--- config.mk ---
export PLATFORM = sky130hd
export DESIGN_NAME = risc_control_unit
export DESIGN_NICKNAME = d
export VERILOG_FILES = /design/src/rtl/risc_pkg.sv /design/src/rtl/risc_decoder.sv /design/src/rtl/risc_control_unit.sv
export SDC_FILE = /design/constraint.sdc
export NUM_CORES = 1
export LEC_CHECK = 0
export BUFFER_PORTS_ARGS = -buffer_cell sky130_fd_sc_hd__buf_2
export CELL_PAD_IN_SITES_DETAIL_PLACEMENT = 0
export CELL_PAD_IN_SITES_GLOBAL_PLACEMENT = 1
export CORE_UTILIZATION = 35
export CTS_BUF_LIST = sky130_fd_sc_hd__clkbuf_16
export DETAILED_ROUTE_END_ITERATION = 8
export PLACE_DENSITY = 0.86
export SLEW_MARGIN = 20
export SYNTH_ARGS = -nofsm -noshare
export SYNTH_HDL_FRONTEND = slang
export SYNTH_HIERARCHICAL = 1
export SYNTH_SLANG_ARGS = --single-unit
--- constraint.sdc ---
create_clock -name clk -period 2.28 [get_ports clk]
set_input_delay 0.342 -clock clk [delete_from_list [all_inputs] [get_ports clk]]
set_output_delay 0.342 -clock clk [all_outputs]
set_load 0.05 [all_outputs]
--- src/rtl/risc_pkg.sv ---
// Shared types for the 16-bit RISC fetch/execute sequencer: opcodes, FSM states,
// default widths and the decoded control vector.
package risc_pkg;

    localparam int RISC_ADDR_W    = 16;
    localparam int RISC_MEM_DEPTH = 256;
    localparam int RISC_OPC_W     = 6;
    localparam int RISC_IMM_W     = 10;
    localparam int RISC_DATA_W    = 16;
    localparam int RISC_INSTR_W   = RISC_OPC_W + RISC_IMM_W;

    typedef enum logic [RISC_OPC_W-1:0] {
        OPC_NOP     = 6'h00,
        OPC_LOADA   = 6'h01,
        OPC_LOADB   = 6'h02,
        OPC_ADD     = 6'h03,
        OPC_READOUT = 6'h04,
        OPC_HALT    = 6'h3F
    } opcode_e;

    typedef enum logic [2:0] {
        ST_IDLE,
        ST_FETCH,
        ST_EXEC,
        ST_WAIT_OUT,
        ST_HALTED
    } state_e;

    typedef struct packed {
        logic ld_a;
        logic ld_b;
        logic alu_add;
        logic readout;
        logic halt;
        logic illegal;
    } ctrl_t;

    function automatic logic [RISC_OPC_W-1:0] opcode_of(input logic [RISC_INSTR_W-1:0] instr);
        return instr[RISC_INSTR_W-1 -: RISC_OPC_W];
    endfunction

    function automatic logic [RISC_IMM_W-1:0] operand_of(input logic [RISC_INSTR_W-1:0] instr);
        return instr[RISC_IMM_W-1:0];
    endfunction

endpackage

--- src/rtl/risc_decoder.sv ---
// Combinational opcode decoder; at most one of the datapath strobes is ever set,
// and anything outside the defined opcode set is flagged illegal.
module risc_decoder
    import risc_pkg::*;
(
    input  logic [RISC_OPC_W-1:0] opcode,
    output ctrl_t                 ctrl
);

    always_comb begin
        ctrl = '0;
        case (opcode)
            OPC_NOP:     ;
            OPC_LOADA:   ctrl.ld_a    = 1'b1;
            OPC_LOADB:   ctrl.ld_b    = 1'b1;
            OPC_ADD:     ctrl.alu_add = 1'b1;
            OPC_READOUT: ctrl.readout = 1'b1;
            OPC_HALT:    ctrl.halt    = 1'b1;
            default:     ctrl.illegal = 1'b1;
        endcase
    end

endmodule

--- src/rtl/risc_control_unit.sv ---
// Fetch/execute sequencer: owns PC and IR, walks FETCH/EXEC/WAIT_OUT and issues
// one-cycle strobes decoded from the registered instruction only.
module risc_control_unit
    import risc_pkg::*;
#(
    parameter int ADDR_W    = RISC_ADDR_W,
    parameter int MEM_DEPTH = RISC_MEM_DEPTH,
    parameter int OPC_W     = RISC_OPC_W,
    parameter int IMM_W     = RISC_IMM_W,
    parameter int DATA_W    = RISC_DATA_W
) (
    input  logic                      clk,
    input  logic                      rst,
    input  logic                      start,
    output logic [ADDR_W-1:0]         imem_addr,
    input  logic [OPC_W+IMM_W-1:0]    imem_instr,
    output logic                      ld_a,
    output logic                      ld_b,
    output logic                      alu_add,
    output logic [DATA_W-1:0]         imm,
    output logic                      out_valid,
    input  logic                      out_ready,
    output logic                      busy,
    output logic                      halted,
    output logic                      illegal
);

    localparam int INSTR_W = OPC_W + IMM_W;
    localparam logic [ADDR_W-1:0] LAST_ADDR = ADDR_W'(MEM_DEPTH - 1);

    state_e               state_reg, state_next;
    logic [ADDR_W-1:0]    pc_reg, pc_next;
    logic [INSTR_W-1:0]   ir_reg, ir_next;
    logic                 illegal_reg, illegal_next;
    ctrl_t                ctrl;
    logic                 at_last_addr;

    risc_decoder u_decoder (
        .opcode (ir_reg[INSTR_W-1 -: OPC_W]),
        .ctrl   (ctrl)
    );

    // Execution stops after the last valid word instead of wrapping to address 0.
    assign at_last_addr = (pc_reg == LAST_ADDR);

    always_ff @(posedge clk or posedge rst) begin
        if (rst) begin
            state_reg   <= ST_IDLE;
            pc_reg      <= '0;
            ir_reg      <= '0;
            illegal_reg <= 1'b0;
        end else begin
            state_reg   <= state_next;
            pc_reg      <= pc_next;
            ir_reg      <= ir_next;
            illegal_reg <= illegal_next;
        end
    end

    always_comb begin
        state_next   = state_reg;
        pc_next      = pc_reg;
        ir_next      = ir_reg;
        illegal_next = illegal_reg;
        ld_a         = 1'b0;
        ld_b         = 1'b0;
        alu_add      = 1'b0;
        out_valid    = 1'b0;
        busy         = 1'b0;
        halted       = 1'b0;

        case (state_reg)
            ST_IDLE: begin
                if (start) begin
                    pc_next    = '0;
                    state_next = ST_FETCH;
                end
            end

            ST_HALTED: begin
                halted = 1'b1;
                if (start) begin
                    pc_next      = '0;
                    illegal_next = 1'b0;
                    state_next   = ST_FETCH;
                end
            end

            ST_FETCH: begin
                busy       = 1'b1;
                ir_next    = imem_instr;
                state_next = ST_EXEC;
            end

            ST_EXEC: begin
                busy    = 1'b1;
                ld_a    = ctrl.ld_a;
                ld_b    = ctrl.ld_b;
                alu_add = ctrl.alu_add;
                if (ctrl.illegal) begin
                    illegal_next = 1'b1;
                    state_next   = ST_HALTED;
                end else if (ctrl.halt) begin
                    state_next = ST_HALTED;
                end else if (ctrl.readout) begin
                    state_next = ST_WAIT_OUT;
                end else if (at_last_addr) begin
                    state_next = ST_HALTED;
                end else begin
                    pc_next    = pc_reg + ADDR_W'(1);
                    state_next = ST_FETCH;
                end
            end

            ST_WAIT_OUT: begin
                busy      = 1'b1;
                out_valid = 1'b1;
                // The transfer happens on the ready cycle; PC advance follows the EXEC rule.
                if (out_ready) begin
                    if (at_last_addr) begin
                        state_next = ST_HALTED;
                    end else begin
                        pc_next    = pc_reg + ADDR_W'(1);
                        state_next = ST_FETCH;
                    end
                end
            end

            default: begin
                state_next = ST_IDLE;
            end
        endcase
    end

    assign imem_addr = pc_reg;
    assign imm       = {{(DATA_W-IMM_W){1'b0}}, ir_reg[IMM_W-1:0]};
    assign illegal   = illegal_reg;

endmodule

==> metrics <==
worst min path class=in -> async; core area=0.00524 mm^2; routed length per instance=13.2 um; worst skew pair latency=0.27 ns; maximum fanout along the worst path=5; Total Power=0.00326 W; Overall Global Routing Usage=15.2%; worst-margin pin slew=0.551 ns; largest net degree at the start of global routing=37; total grt overflow=0; chip height=76.6 um; Syn-to-layout area delta=30.7%; Layout Skew=0.00376 ns; period utilization=102%; Layout Nets=282; Sink Count=36; Slowest-stage cell, CP=or4_4; status=complete, but fails checks; CP Capture Type=flop; n_diodes=0; max cap viols=0; Sequential Power Share=30.7%; Cell Area, Placed=0.00233 mm^2; top-area cell type share of the netlist area=46.2%; PwrDens=1280 mW/mm^2; Max Slew Vio Count=0; dpl hpwl=3150 um; via count of the first global-routing pass=1530; CTS Hold Bufs=0; combinational power share=49.9%; H-tree depth=2; DR vias=1673; asr flop ratio synth=100%; area occupied by multi-input gates=960 um^2; crit path DAT=2.48 ns; antenna violations before repair=0; Post-Syn Area per Cell=10.1 um^2; commonest non-fill, non-tap cells in the layout=buf_2 (50), dfrtp_1 (36), buf_4 (22); post-route setup slack=-0.0427 ns; clock buffer depth=2; clock share of power=19.3%; worst hold margin=0.170 ns; Switching Share=43.6%; register area=901 um^2; input/output buffers=52; clock slew at reported path FFs=0.05 ns; WL final=4380 um; CTS root buf=clkbuf_16; final hold violation count=0; Cell Rows=26; drt via density=5.04; CTS tree=done; Syn Inst Count=193; post-synthesis cell area=0.00195 mm^2; drt initial violations=87; final setup vio count=5; Final Util=48.7%; die width=76.6 um; Leak Pwr=1.21 nW; DRT Pass-1 Iters=4; initial core utilization=37.2%; CTS buffer count=5; cells along the critical path=nor3_2 -> a2bb2oi_2 -> or4_4 -> o211ai_4 -> o211ai_1 -> clkdlybuf4s15_2 -> o21ai_0 -> a21oi_2; full die area=0.00587 mm^2; Synth area leaders=dfrtp_1 (46%), mux2_2 (9.8%), buf_4 (6.2%); IO Count=59; FMAX=431 MHz; Fillers=501; leading register cell type out of synthesis=dfrtp_1; Slew HR=62.9%; fin area=0.00255 mm^2; Internal=0.00184 W; type of the worst setup path=reg -> reg; peak supply drop=692 uV; failing checks=setup timing; Worst EP required=2.44 ns; fraction of layout cells with a size suffix above 1=44.3%; Critical Path Source Type=flop; register area share after synthesis=46.2%; EDFF count, synth=0; RSZ-0062 raised after global routing=yes; yosys synthesis warning count=6; Netlist cell types=39; min cycle time layout=2.32 ns; GPL Wtd Cong=0.801; commonest non-fill, non-tap cell in the layout=buf_2; first-pass GRT wire length=7050 um; register bit total from synthesis=36; DRT antenna net count=0; leading area contributor after synthesis=dfrtp_1; DRC errors left=0; Switching Power=0.00142 W; Largest stage delay, worst path=0.45 ns
[cell usage after synthesis, drive strengths merged (3+ instances only)]
library cell and instances:
o31ai 3, nand3 7, buf 16, dfrtp 36, clkbuf 3, xor2 3, or3 6, and3 8
a21oi 10, and2 6, nand2 10, nor3 3, a31oi 3, inv 5, o211ai 4, or4 3
mux2 17, nand4 5, o21ai 11, nor2 16
[power by group through the flow]
stage          clock network (W)  logic [W]  registers, W
6_report                0.000630    0.00163       0.00100
5_1_grt                 0.000672    0.00172       0.00104
4_1_cts                 0.000648    0.00160       0.00100
3_5_place_dp                   0    0.00159       0.00101
3_3_place_gp                   0    0.00157      0.000997
2_1_floorplan                  0    0.00117       0.00110
[worst paths after layout]
| check | slack, ns | cells past startpoint | from | end |
|---|---|---|---|---|
| max in group asynchronous | 1.79 | 3 | rst | imem_addr[13]$_DFFE_PP0P_ |
| hold / removal | 0.17 | 3 | rst | ir_reg[6]$_DFFE_PP0P_ |
| setup / recovery | -0.04 | 8 | ir_reg[13]$_DFFE_PP0P_ | imem_addr[11]$_DFFE_PP0P_ |
| hold reg to reg | 0.50 | 1 | ir_reg[0]$_DFFE_PP0P_ | ir_reg[0]$_DFFE_PP0P_ |
| setup reg to reg | -0.04 | 8 | ir_reg[13]$_DFFE_PP0P_ | imem_addr[11]$_DFFE_PP0P_ |
| min in group clk | 0.28 | 2 | start | state_reg[2]$_DFFE_PP0P_ |
[routing by layer]
layer / global-route usage [%] / wire length, um / share of wire (%)
met1: 18.8 / 2010 / 46
met2: 24.7 / 2050 / 47
met3: 4.07 / 218 / 5.0
met4: 6.54 / 98 / 2.2
met5: 0 / 0 / 0
[area by class of cell]
class                   instances  share of cell area, %
clock inverters                 3                  0.442
repair buffers                 75                   17.3
flip-flops and latches         36                   35.3
inverters                       6                  0.884
clock buffers                   5                   4.91
well taps                      70                   3.44
multi-input cells             137                   37.7
[kinds of logic after synthesis]
family          count (synthesis)  synth area share [%]
fa+ha+maj                       1                 0.642
xor+xnor                        4                  1.80
mux                            17                  9.82
flops                          36                  46.2
other cells                     1                 0.192
simple gates                   73                  21.6
buf+inv                        25                  7.89
compound gates                 36                  11.9
[critical path, delay by kind of cell (launching register included)]
kind / cells / cell delay, ns
AOI/OAI and AO/OA: 5 / 0.82
and+or+nand+nor: 2 / 0.69
DFF: 1 / 0.41
buffers and inverters: 1 / 0.28
[metrics by stage]
| stage | TNS (ns) | setup WS [ns] | instances |
|---|---|---|---|
| after floorplan | 0 | 0.0560 | 198 |
| after global placement | -0.00652 | -0.00652 | 320 |
| after detailed placement | -0.365 | -0.113 | 320 |
| after CTS | 0 | 0.0101 | 329 |
| after global routing | -0.808 | -0.164 | 332 |
| final | -0.162 | -0.0427 | 332 |
[what timing repair did]
| action | in CTS | in global routing |
|---|---|---|
| resized for setup | 1 | 14 |
| gates cloned | 0 | 1 |
| setup buffers | 1 | 2 |
| endpoints found under the setup margin | 6 | 8 |
| pin swaps | 1 | 13 |
No activity file was read; power rests on OpenSTA's default activity.
